===== config.mk =====
export PLATFORM = sky130hd
export DESIGN_NAME = div_seq
export DESIGN_NICKNAME = d
export VERILOG_FILES = /design/src/rtl/div_seq.sv
export SDC_FILE = /design/constraint.sdc
export NUM_CORES = 1
export LEC_CHECK = 0
export BUFFER_PORTS_ARGS = -buffer_cell sky130_fd_sc_hd__buf_2
export CAP_MARGIN = 20
export CELL_PAD_IN_SITES_DETAIL_PLACEMENT = 1
export CELL_PAD_IN_SITES_GLOBAL_PLACEMENT = 1
export CORE_MARGIN = 3
export CORE_UTILIZATION = 30
export CTS_CLUSTER_DIAMETER = 30
export DETAILED_ROUTE_END_ITERATION = 16
export PLACE_DENSITY_LB_ADDON = 0.1
export SLEW_MARGIN = 5
export SYNTH_ARGS = -nofsm -noshare
export SYNTH_HDL_FRONTEND = slang
export SYNTH_SLANG_ARGS = --single-unit

===== constraint.sdc =====
create_clock -name clk -period 4.5 [get_ports clk]
set_input_delay 0.45 -clock clk [delete_from_list [all_inputs] [get_ports clk]]
set_output_delay 0.45 -clock clk [all_outputs]
set_load 0.1 [all_outputs]

===== src/rtl/div_seq.sv =====
// Multi-cycle divide sequencer for the EXE stage: 32-iteration restoring divider for DIV/DIVU,
// with stall generation and registered quotient/remainder held until MEM takes the instruction.
module div_seq (
  input  logic        clk,
  input  logic        reset,
  input  logic        div_req,
  input  logic        div_signed,
  input  logic [31:0] div_src1,
  input  logic [31:0] div_src2,
  input  logic        div_accept,
  input  logic        div_cancel,
  output logic        div_stall,
  output logic        div_done,
  output logic [31:0] div_quot,
  output logic [31:0] div_rem
);

  typedef enum logic [1:0] {StIdle, StCalc, StDone} state_e;

  state_e      state_q;
  logic [31:0] a_q;      // dividend magnitude, shifted out MSB-first
  logic [31:0] b_q;      // divisor magnitude
  logic [31:0] q_q;      // quotient bits collected so far
  logic [32:0] r_q;      // partial remainder
  logic [4:0]  cnt_q;
  logic        qsign_q;
  logic        rsign_q;

  logic        src1_neg;
  logic        src2_neg;
  logic [31:0] src1_abs;
  logic [31:0] src2_abs;
  logic [32:0] trial;
  logic        trial_ge;
  logic [32:0] r_nxt;
  logic [31:0] q_nxt;
  logic [31:0] quot_fix;
  logic [31:0] rem_fix;

  // The remainder never exceeds the divisor, so its top bit is never consumed.
  logic unused_rem_msb;
  assign unused_rem_msb = r_q[32];

  always_comb begin
    src1_neg = div_signed & div_src1[31];
    src2_neg = div_signed & div_src2[31];
    src1_abs = src1_neg ? (~div_src1 + 32'd1) : div_src1;
    src2_abs = src2_neg ? (~div_src2 + 32'd1) : div_src2;

    trial    = {r_q[31:0], a_q[31]};
    trial_ge = (trial >= {1'b0, b_q});
    r_nxt    = trial_ge ? (trial - {1'b0, b_q}) : trial;
    q_nxt    = {q_q[30:0], trial_ge};

    quot_fix = qsign_q ? (~q_nxt + 32'd1) : q_nxt;
    rem_fix  = rsign_q ? (~r_nxt[31:0] + 32'd1) : r_nxt[31:0];
  end

  assign div_stall = div_req & (state_q != StDone) & ~div_cancel;
  assign div_done  = (state_q == StDone);

  always_ff @(posedge clk) begin
    if (reset) begin
      state_q  <= StIdle;
      a_q      <= '0;
      b_q      <= '0;
      q_q      <= '0;
      r_q      <= '0;
      cnt_q    <= '0;
      qsign_q  <= 1'b0;
      rsign_q  <= 1'b0;
      div_quot <= '0;
      div_rem  <= '0;
    end else if (div_cancel) begin
      state_q <= StIdle;
    end else begin
      unique case (state_q)
        StIdle: begin
          if (div_req) begin
            a_q     <= src1_abs;
            b_q     <= src2_abs;
            q_q     <= '0;
            r_q     <= '0;
            cnt_q   <= '0;
            qsign_q <= src1_neg ^ src2_neg;
            rsign_q <= src1_neg;
            state_q <= StCalc;
          end
        end
        StCalc: begin
          a_q   <= {a_q[30:0], 1'b0};
          r_q   <= r_nxt;
          q_q   <= q_nxt;
          cnt_q <= cnt_q + 5'd1;
          if (cnt_q == 5'd31) begin
            // Sign fix-up uses the final iteration's values directly.
            div_quot <= quot_fix;
            div_rem  <= rem_fix;
            state_q  <= StDone;
          end
        end
        StDone: begin
          if (div_accept) begin
            state_q <= StIdle;
          end
        end
        default: state_q <= StIdle;
      endcase
    end
  end

endmodule

==> results of run 1 <==
[report_power, final]
group / total [mW] / internal (mW) / switching [mW]
registers: 1.83 / 1.81 / 0.0241
logic: 0.988 / 0.349 / 0.639
clock network: 1.63 / 0.839 / 0.796
total: 4.46 / 3.00 / 1.46
[per-stage QoR]
stage               hold slack, ns  setup slack, ns
global route                 0.225           0.0574
CTS                          0.217           0.0363
finish                       0.243            0.321
floorplan                    0.432           0.0190
detailed placement           0.444           0.0897
global placement             0.438            0.260
[flip-flops by register name, indices dropped and copies added, names as in the netlist]
signal	count
r_q	32
div_rem	32
b_q	32
qsign_q	1
rsign_q	1
state_q	2
cnt_q	5
div_quot	32
a_q	32
q_q	31
[worst max path at each step]
stage | from | to | slack [ns] | cells after the start
after floorplan | b_q[12] | div_rem[30] | 0.02 | 21
after global placement | b_q[31] | div_rem[30] | 0.26 | 17
after detailed placement | b_q[6] | div_rem[30] | 0.09 | 16
after CTS | b_q[6] | div_rem[30] | 0.04 | 16
after global routing | b_q[30] | div_quot[28] | 0.06 | 17
final | b_q[31] | div_rem[30] | 0.32 | 17
[synthesized netlist by cell type (all sizes together), types with 7 or more instances]
cell,number
nor4,25
and3,11
mux2,8
nand2b,10
a21oi,130
nand2,138
nand3b,8
buf,29
nor2,268
nor2b,7
o31ai,20
clkbuf,74
a311oi,8
xnor2,51
nor3b,7
dfxtp,200
ha,38
a21o,11
a211oi,99
nor3,30
xor2,67
or4,17
nand4,18
inv,56
or3,27
o21ai,78
o21a,7
o41ai,16
a22oi,60
or2,11
mux2i,10
a31oi,13
o31a,8
and2,7
nand3,15
[layout make-up]
type | instances | area (µm²)
fillers | 4957 | 26500
multi-input cells | 1280 | 8130
flip-flops and latches | 200 | 4010
repair buffers | 184 | 1060
well taps | 532 | 666
clock buffers | 19 | 433
inverters | 56 | 210
clock inverters | 13 | 160
[metal layers]
metal / share of wire (%) / up-vias
li1: - / 6157
met1: 49 / 6019
met2: 46 / 195
met3: 3.4 / 31
met4: 1.4 / 0
met5: 0 / -
[what timing repair did]
action | 4_1_cts | 5_1_grt
setup endpoints to repair | 0 | 7
hold endpoints to repair | 0 | 0
gates resized for setup | 0 | 30
setup buffers | 0 | 1
hold buffers | 0 | 0
[worst reg2reg max path, stage by stage, from the launching register on]
cell and delay, ns:
dfxtp_1 0.35, inv_1 0.17, ha_4 0.35, nand2_1 0.11, or3_4 0.39, nor3_4 0.25, o211ai_2 0.15, nand2_4 0.14
buf_4 0.20, a21oi_1 0.12, inv_1 0.07, ha_1 0.18, nand2_1 0.11, o41a_1 0.37, nand3b_4 0.20, o41a_1 0.41
o211a_1 0.25, nor4_1 0.28
[kinds of logic after synthesis]
| kind of cell | synth area share (%) |
|---|---|
| xor+xnor | 8.20 |
| simple gates | 22.9 |
| buf+inv | 4.96 |
| mux | 1.51 |
| compound gates | 26.8 |
| flops | 31.8 |
| fa+ha+maj | 3.93 |
==> out/metrics.cfg, run 1 <==
[status]
status=complete, no violations

[cts]
cts_buffer_depth=2
clk_pin_slew_ns=0.09
cts_tree=built
clkLatencyLatePin_ns=0.47
cts_made_buffers=17
cts_root_buffer=clkbuf_16
htreeDepth=4
clkSinkCount=200

[global_routing]
grt_max_degree=108
antenna_found_initial=0
use_met3_pct=3.49
grt-busiest-layer=met2
grt_use_total_pct=20.5
use_met1_pct=28.4
grt_use_met2_pct=33.5
grt_pass1_vias=12400
grt_overflow_total=0
grt_pass1_wl_um=72000

[setup_path]
path_buf_inv=3
crit_chain=inv_1, ha_4, nand2_1, or3_4, nor3_4, o211ai_2, nand2_4, buf_4, a21oi_1, inv_1, ha_1, nand2_1, o41a_1, nand3b_4, o41a_1, o211a_1, nor4_1
critPathRequiredTime_ns=4.87
cp_slowest_cell=o41a_1
crit_type=flip-flop to flip-flop
cp-start-kind=flip-flop
r2r_cells=17
r2r-start=b_q[31]
crit_family=simple AND/OR/NAND/NOR gates
rr_endpoint=div_rem[30]
end_kind=flip-flop
ff2ff_setup_slack_ns=0.32
arrival_ns=4.55
slowest_delay_ns=0.41
critPathMaxFanout=11

[die]
die_h_um=211
coreArea_um2=41200
die_x_um=211
ios=136
initial_core_util_pct=30.6
dieArea_um2=44500
rows=74

[synth]
yosys_warnings=0
ys_ff_latch=200
async_flop_share_pct=0
synth_top_area_share_pct=31.8
synth_area_um2=12600
synth-main-ff-cell=dfxtp_1
synth_cell_type_count=85
syn-instance-count=1639
ys_top_cells_by_area=dfxtp_1 32%, nor2_1 8.0%, a211oi_1 5.8%, a21oi_1 5.1%, xor2_1 4.7%
synth_top_cell_by_area=dfxtp_1
syn-mean-instance-area_um2=7.69
ys_seq_area_share_pct=31.8
synth_nets=1748
synth_edf_count=0

[cells_and_area]
layout_commonest_cell=nor2_1
n_antenna_cell=0
drive_above_1_share_pct=16.4
fin_nets=1848
area_delta_synth_final_pct=16.3
instances_no_fill=2284
final_area_um2=14700
fin_util_pct=35.6
final_cell_mix=266 x nor2_1, 199 x dfxtp_1, 134 x buf_2, 132 x nand2_1, 122 x a21oi_1

[sta]
clock.fmax_ghz=0.239
fin_crit_ns=4.18
rsz0062_at_grt=false
setup_viol=0
fin_crit_sh_pct=92.9
setup_tns_ns=0
worstMarginPinSlew_ns=0.977
skew_ns=0.0147
slew_violations=0
slew_headroom_pct=34.7
hold_viol=0

[routing]
vias=12400
routedWlPerCell_um=20.0
drtIter0Drc=588
ant_nets=0
drc=0
dr.pass1.iters=5
drt-vias-per-instance=5.43
wl_um=45600

[placement]
hpwl_um=34700
place_area_um2=13900
gp_congestion=0.853
port-buffer-count=135
dp.cells=2251

[pwr]
p_leak_nw=5.83
p_per_area_nw_per_um2=304
power.total_mw=4.46
vdd_drop_max_uv=248

[min_path]
holdPathStages=2
hp-class=input pin to flip-flop
hp-start=div_cancel
holdPathEnd=state_q[1]

[run]
drv_cap=0

Note: power is estimated with default switching activity, not from simulation.
==> inputs of run 2 (changes only) <==
--- a/config.mk
+++ b/config.mk
@@ -9,6 +9,7 @@
 export CAP_MARGIN = 20
 export CELL_PAD_IN_SITES_DETAIL_PLACEMENT = 1
 export CELL_PAD_IN_SITES_GLOBAL_PLACEMENT = 1
+export CORE_ASPECT_RATIO = 1.5
 export CORE_MARGIN = 3
 export CORE_UTILIZATION = 30
 export CTS_CLUSTER_DIAMETER = 30
==> out/metrics.cfg, run 2 (synthesis results as in run 1) <==
[setup_path]
cp-endpoint=div_rem[30]
arrival_ns=4.57  ; +0.02 ns
critPathMaxFanout=8  ; -3
end_kind=flip-flop
r2r-start=b_q[6]
slowest_delay_ns=0.42  ; about the same
ff2ff_setup_slack_ns=0.28  ; -0.04 ns
rr_endpoint=div_rem[30]
crit_chain=inv_1, ha_1, buf_4, a21oi_4, o21ai_1, a221o_1, o211ai_2, nand2_4, inv_2, nor2_1, a21oi_2, ha_2, nand2_1, o41a_1, nand3b_4, o41a_1, o211a_1, nor4_1
r2r_cells=18  ; +1
critPathRequiredTime_ns=4.85  ; -0.02 ns
crit_type=flip-flop to flip-flop
startpoint=b_q[6]
cp-start-kind=flip-flop
cp_slowest_cell=a221o_1
worst_path_most_repeated_cell=o41a_1

[cts]
cts_root_buffer=clkbuf_16
cts_made_buffers=17  ; unchanged
clkSinkCount=200  ; unchanged
cts_tree=built
cts_buffer_depth=2  ; unchanged
clkLatencyLatePin_ns=0.46  ; about the same
hold_buffers=0  ; unchanged
htreeDepth=4  ; unchanged
clk_pin_slew_ns=0.08  ; about the same

[die]
die_h_um=257  ; +22%
rows=91  ; +23%
die_x_um=173  ; -18%
initial_core_util_pct=30.5  ; -0.095 points
coreArea_um2=41300  ; +0.31%
ios=136  ; unchanged
dieArea_um2=44600  ; +0.11%

[sta]
worstMarginPinSlew_ns=1.02  ; +0.0404 ns
hold_ws_ns=0.268  ; +0.0249 ns
fin_crit_ns=4.22  ; +0.0435 ns
fin_crit_sh_pct=93.8  ; +0.97 points
clock.fmax_ghz=0.237  ; -1.0%
slew_violations=0  ; unchanged
slew_headroom_pct=32.1  ; -2.6 points
rsz0062_at_grt=false
setup_slack_ns=0.278  ; -0.0435 ns
setup_tns_ns=0  ; unchanged
setup_viol=0  ; unchanged
hold_viol=0  ; unchanged
skew_ns=0.0139  ; -0.000726 ns

[cells_and_area]
drive_above_1_share_pct=15.8  ; -0.59 points
layout_commonest_cell=nor2_1
fin_nets=1857  ; +0.49%
instances_no_fill=2319  ; +1.5%
n_antenna_cell=0  ; unchanged
final_area_um2=14700  ; about the same
area_delta_synth_final_pct=16.2  ; about the same
final_cell_mix=267 x nor2_1, 199 x dfxtp_1, 135 x nand2_1, 134 x buf_2, 126 x a21oi_1
fin_util_pct=35.5  ; -0.14 points

[routing]
ant_nets=0  ; unchanged
routedWlPerCell_um=20.3  ; +1.5%
vias=12600  ; +1.2%
drt-vias-per-instance=5.41  ; -0.31%
drtIter0Drc=507  ; -14%
wl_um=47000  ; +3.1%
dr.pass1.iters=5  ; unchanged
drc=0  ; unchanged

[global_routing]
grt_pass1_vias=13000  ; +4.6%
antenna_found_initial=0  ; unchanged
grt_overflow_total=0  ; unchanged
grt_use_total_pct=20.7  ; +0.20 points
grt_pass1_wl_um=73500  ; +2.0%
grt_max_degree=97  ; -10%

[pwr]
power.total_mw=4.39  ; -1.5%
power_frac_comb_pct=22.4  ; +0.2 points
p_leak_nw=5.87  ; +0.67%
swShare_pct=33.9  ; +1.1 points
p_per_area_nw_per_um2=300  ; -1.4%
power_frac_seq_pct=41.8  ; +0.7 points
p_switching_mw=1.49  ; +1.9%
internal_power_mw=2.90  ; -3.1%
vdd_drop_max_uv=210  ; -15%
clkPwrFrac_pct=35.8  ; -0.9 points

[placement]
place_area_um2=14000  ; +0.66%
post-place-ws_ns=0.159  ; +0.0696 ns
hpwl_um=35800  ; +3.3%
port-buffer-count=135  ; unchanged
gp_congestion=0.886  ; +3.9%
dp.cells=2285  ; +1.5%

[run]
drv_cap=0  ; unchanged

[min_path]
hp-class=input pin to flip-flop

[status]
status=complete, no violations

## run 2: changes by cell type in the layout (fill, tap and decap cells not counted), sizes merged
cell / previous run / this run
inv: 62 / 63
buf: 184 / 193
clkinvlp: 3 / 2
clkbuf: 19 / 17
clkinv: 2 / 6
bufinv: 2 / 0
## run 2: power groups by stage
stage	registers [mW]	logic, mW	clock network [mW]
final	1.84	0.983	1.57
after global routing	1.84	1.08	1.70
after CTS	1.84	0.986	1.64
after detailed placement	1.88	0.979	0
after global placement	1.88	0.974	0
after floorplan	1.87	0.624	0
## run 2: area by class of cell
type | count | area, µm²
inverters | 56 | 210
multi-input cells | 1280 | 8030
clock inverters | 15 | 156
fillers | 5030 | 26700
repair buffers | 193 | 1130
well taps | 558 | 698
clock buffers | 17 | 425
flip-flops and latches | 200 | 4010
## run 2: how the worst min path moves through the flow
stage / start / end / slack, ns / depth (start not counted)
2_1_floorplan: b_q[21] / b_q[21] / 0.43 / 2
3_3_place_gp: div_rem[3] / div_rem[3] / 0.44 / 2
3_5_place_dp: div_rem[17] / div_rem[17] / 0.45 / 2
4_1_cts: div_cancel / state_q[1] / 0.24 / 2
5_1_grt: div_cancel / state_q[1] / 0.26 / 2
6_report: div_cancel / state_q[1] / 0.27 / 2
## run 2: per-layer routing
layer  wire length [µm]  global-route usage, %  part of all wire [%]  vias to the layer above
met5                  0                      0                     0                        -
met4               2050                   9.63                   4.4                        0
met3               1560                   3.78                   3.3                       61
met2              24000                   37.2                    51                      162
met1              19400                   23.4                    41                     6162
li1                   -                      -                     -                     6168
## run 2: worst max-delay path: cells and delay by family (launching register included)
family	cells	cell delay, ns
adder cells (fa/ha/maj)	2	0.51
AO/OA/AOI/OAI	8	2.20
buffers and inverters	3	0.33
AND/OR/NAND/NOR	5	0.74
flip-flops	1	0.34
## run 2: repair_timing
| item | 4_1_cts | 5_1_grt |
|---|---|---|
| buffers inserted | 0 | 2 |
| setup endpoints to repair | 0 | 5 |
| resized for setup | 0 | 7 |
==> inputs of run 3 (changes only) <==
--- a/config.mk
+++ b/config.mk
@@ -14,6 +14,7 @@
 export CORE_UTILIZATION = 30
 export CTS_CLUSTER_DIAMETER = 30
 export DETAILED_ROUTE_END_ITERATION = 16
+export MAX_ROUTING_LAYER = met4
 export PLACE_DENSITY_LB_ADDON = 0.1
 export SLEW_MARGIN = 5
 export SYNTH_ARGS = -nofsm -noshare
==> out/metrics.cfg, run 3 (synthesis results as in run 1) <==
[sta]
worstMarginPinSlew_ns=1.03  ; +0.0174 ns
rsz0062_at_grt=false
skew_ns=0.0162  ; +0.00224 ns
fin_crit_ns=4.27  ; +0.0520 ns
slew_violations=0  ; unchanged
fin_crit_sh_pct=95.0  ; +1.2 points
setup_tns_ns=0  ; unchanged
setup_viol=0  ; unchanged
slew_headroom_pct=30.9  ; -1.2 points
clock.fmax_ghz=0.234  ; -1.2%
hold_viol=0  ; unchanged

[routing]
ant_nets=0  ; unchanged
wl_um=47100  ; +0.15%
drtIter0Drc=512  ; +0.99%
drc=0  ; unchanged
vias=12400  ; -0.83%
routedWlPerCell_um=20.3  ; +0.32%
drt-vias-per-instance=5.38  ; -0.66%
dr.pass1.iters=5  ; unchanged

[run]
drv_cap=0  ; unchanged

[cts]
cts_made_buffers=17  ; unchanged
clk_pin_slew_ns=0.09  ; about the same
clkLatencyLatePin_ns=0.47  ; about the same
hold_buffers=0  ; unchanged
cts_buffer_depth=2  ; unchanged
clkSinkCount=200  ; unchanged
htreeDepth=4  ; unchanged
cts_root_buffer=clkbuf_16
cts_tree=built

[global_routing]
antenna_found_initial=0  ; unchanged
grt_overflow_total=0  ; unchanged
grt_use_total_pct=21.6  ; +0.90 points
grt_max_degree=97  ; unchanged
grt_pass1_wl_um=74600  ; +1.6%
grt_pass1_vias=13000  ; -0.27%

[die]
dieArea_um2=44600  ; unchanged
initial_core_util_pct=30.5  ; unchanged
die_h_um=257  ; unchanged
die_x_um=173  ; unchanged
rows=91  ; unchanged
coreArea_um2=41300  ; unchanged
ios=136  ; unchanged

[pwr]
p_per_area_nw_per_um2=306  ; +2.1%
vdd_drop_max_uv=235  ; +12%
p_leak_nw=5.88  ; +0.11%

[cells_and_area]
final_cell_mix=267 x nor2_1, 197 x dfxtp_1, 135 x nand2_1, 134 x buf_2, 127 x a21oi_1
drive_above_1_share_pct=15.8  ; +0.036 points
area_delta_synth_final_pct=16.5
fin_nets=1853  ; -0.22%
layout_commonest_cell=nor2_1
final_area_um2=14700  ; +0.19%
n_antenna_cell=0  ; unchanged

[setup_path]
cp-start-kind=flip-flop
end_kind=flip-flop
path_buf_inv=2  ; -1
crit_chain=inv_1, ha_1, a21oi_2, o21ai_0, a221o_1, o211ai_2, nand2_4, inv_2, nor2_1, a21oi_2, ha_2, nand2_1, o41a_1, nand3b_4, o41a_1, o211a_1, nor4_2
arrival_ns=4.64  ; +0.07 ns
critPathRequiredTime_ns=4.87  ; +0.02 ns
crit_family=compound AO/OA/AOI/OAI gates
cp_slowest_cell=o41a_1
critPathMaxFanout=6  ; -2
crit_type=flip-flop to flip-flop
slowest_delay_ns=0.51  ; +0.09 ns

[min_path]
hp-class=input pin to flip-flop

[status]
status=complete, no violations

[placement]
port-buffer-count=135  ; unchanged
hpwl_um=35800  ; -0.12%
gp_congestion=0.889  ; +0.30%
place_area_um2=14000  ; -0.21%

run 3: final timing paths:
check,depth (start not counted),slack (ns),from,endpoint
max,17,0.23,b_q[16],div_rem[30]
min,2,0.25,div_cancel,state_q[1]
max reg2reg,17,0.23,b_q[16],div_rem[30]
min reg2reg,2,0.46,div_rem[3],div_rem[3]
run 3: per-stage QoR:
stage / hold WS (ns) / total power [mW] / setup slack (ns) / instances / util (%)
after detailed placement: 0.444 / 2.86 / 0.0947 / 2281 / 33.9
after floorplan: 0.432 / 2.49 / 0.0190 / 1639 / -
after global placement: 0.438 / 2.85 / 0.186 / 2281 / 33.9
final: 0.247 / 4.49 / 0.226 / 2315 / 35.5
after global routing: 0.249 / 4.72 / 0.000567 / 2315 / 35.5
after CTS: 0.227 / 4.55 / 0.0413 / 2313 / 35.4
run 3: where the power goes:
part | internal (mW) | switching, mW
clock | 0.778 | 0.892
combinational | 0.350 | 0.636
sequential | 1.81 | 0.0260
run 3: repair_timing:
action | 4_1_cts | 5_1_grt
resized for setup | 0 | 11
buffers inserted | 0 | 2
setup endpoints to repair | 0 | 6
run 3: layout make-up:
type,count,area (µm²)
sequential,200,4010
clock buffer,17,425
inverter,56,210
fill,5088,26600
multi-input combinational,1280,8040
tap,558,698
timing repair buffer,189,1100
clock inverter,15,201
run 3: per-layer routing:
layer  vias to the layer above  track usage (%)  share of wire [%]
li1                       6154                -                  -
met1                      6072             24.1                 42
met2                       162             37.9                 51
met3                        61             3.41                3.1
met4                         0             9.47                4.3
met5                         -                -                  0
run 3: worst register-to-register path, delay by kind of cell, from the launching register on:
| kind | cells | cell delay [ns] |
|---|---|---|
| AO/OA/AOI/OAI | 8 | 2.34 |
| adder cells (fa/ha/maj) | 2 | 0.61 |
| buffers and inverters | 2 | 0.15 |
| flip-flops | 1 | 0.34 |
| AND/OR/NAND/NOR | 5 | 0.71 |
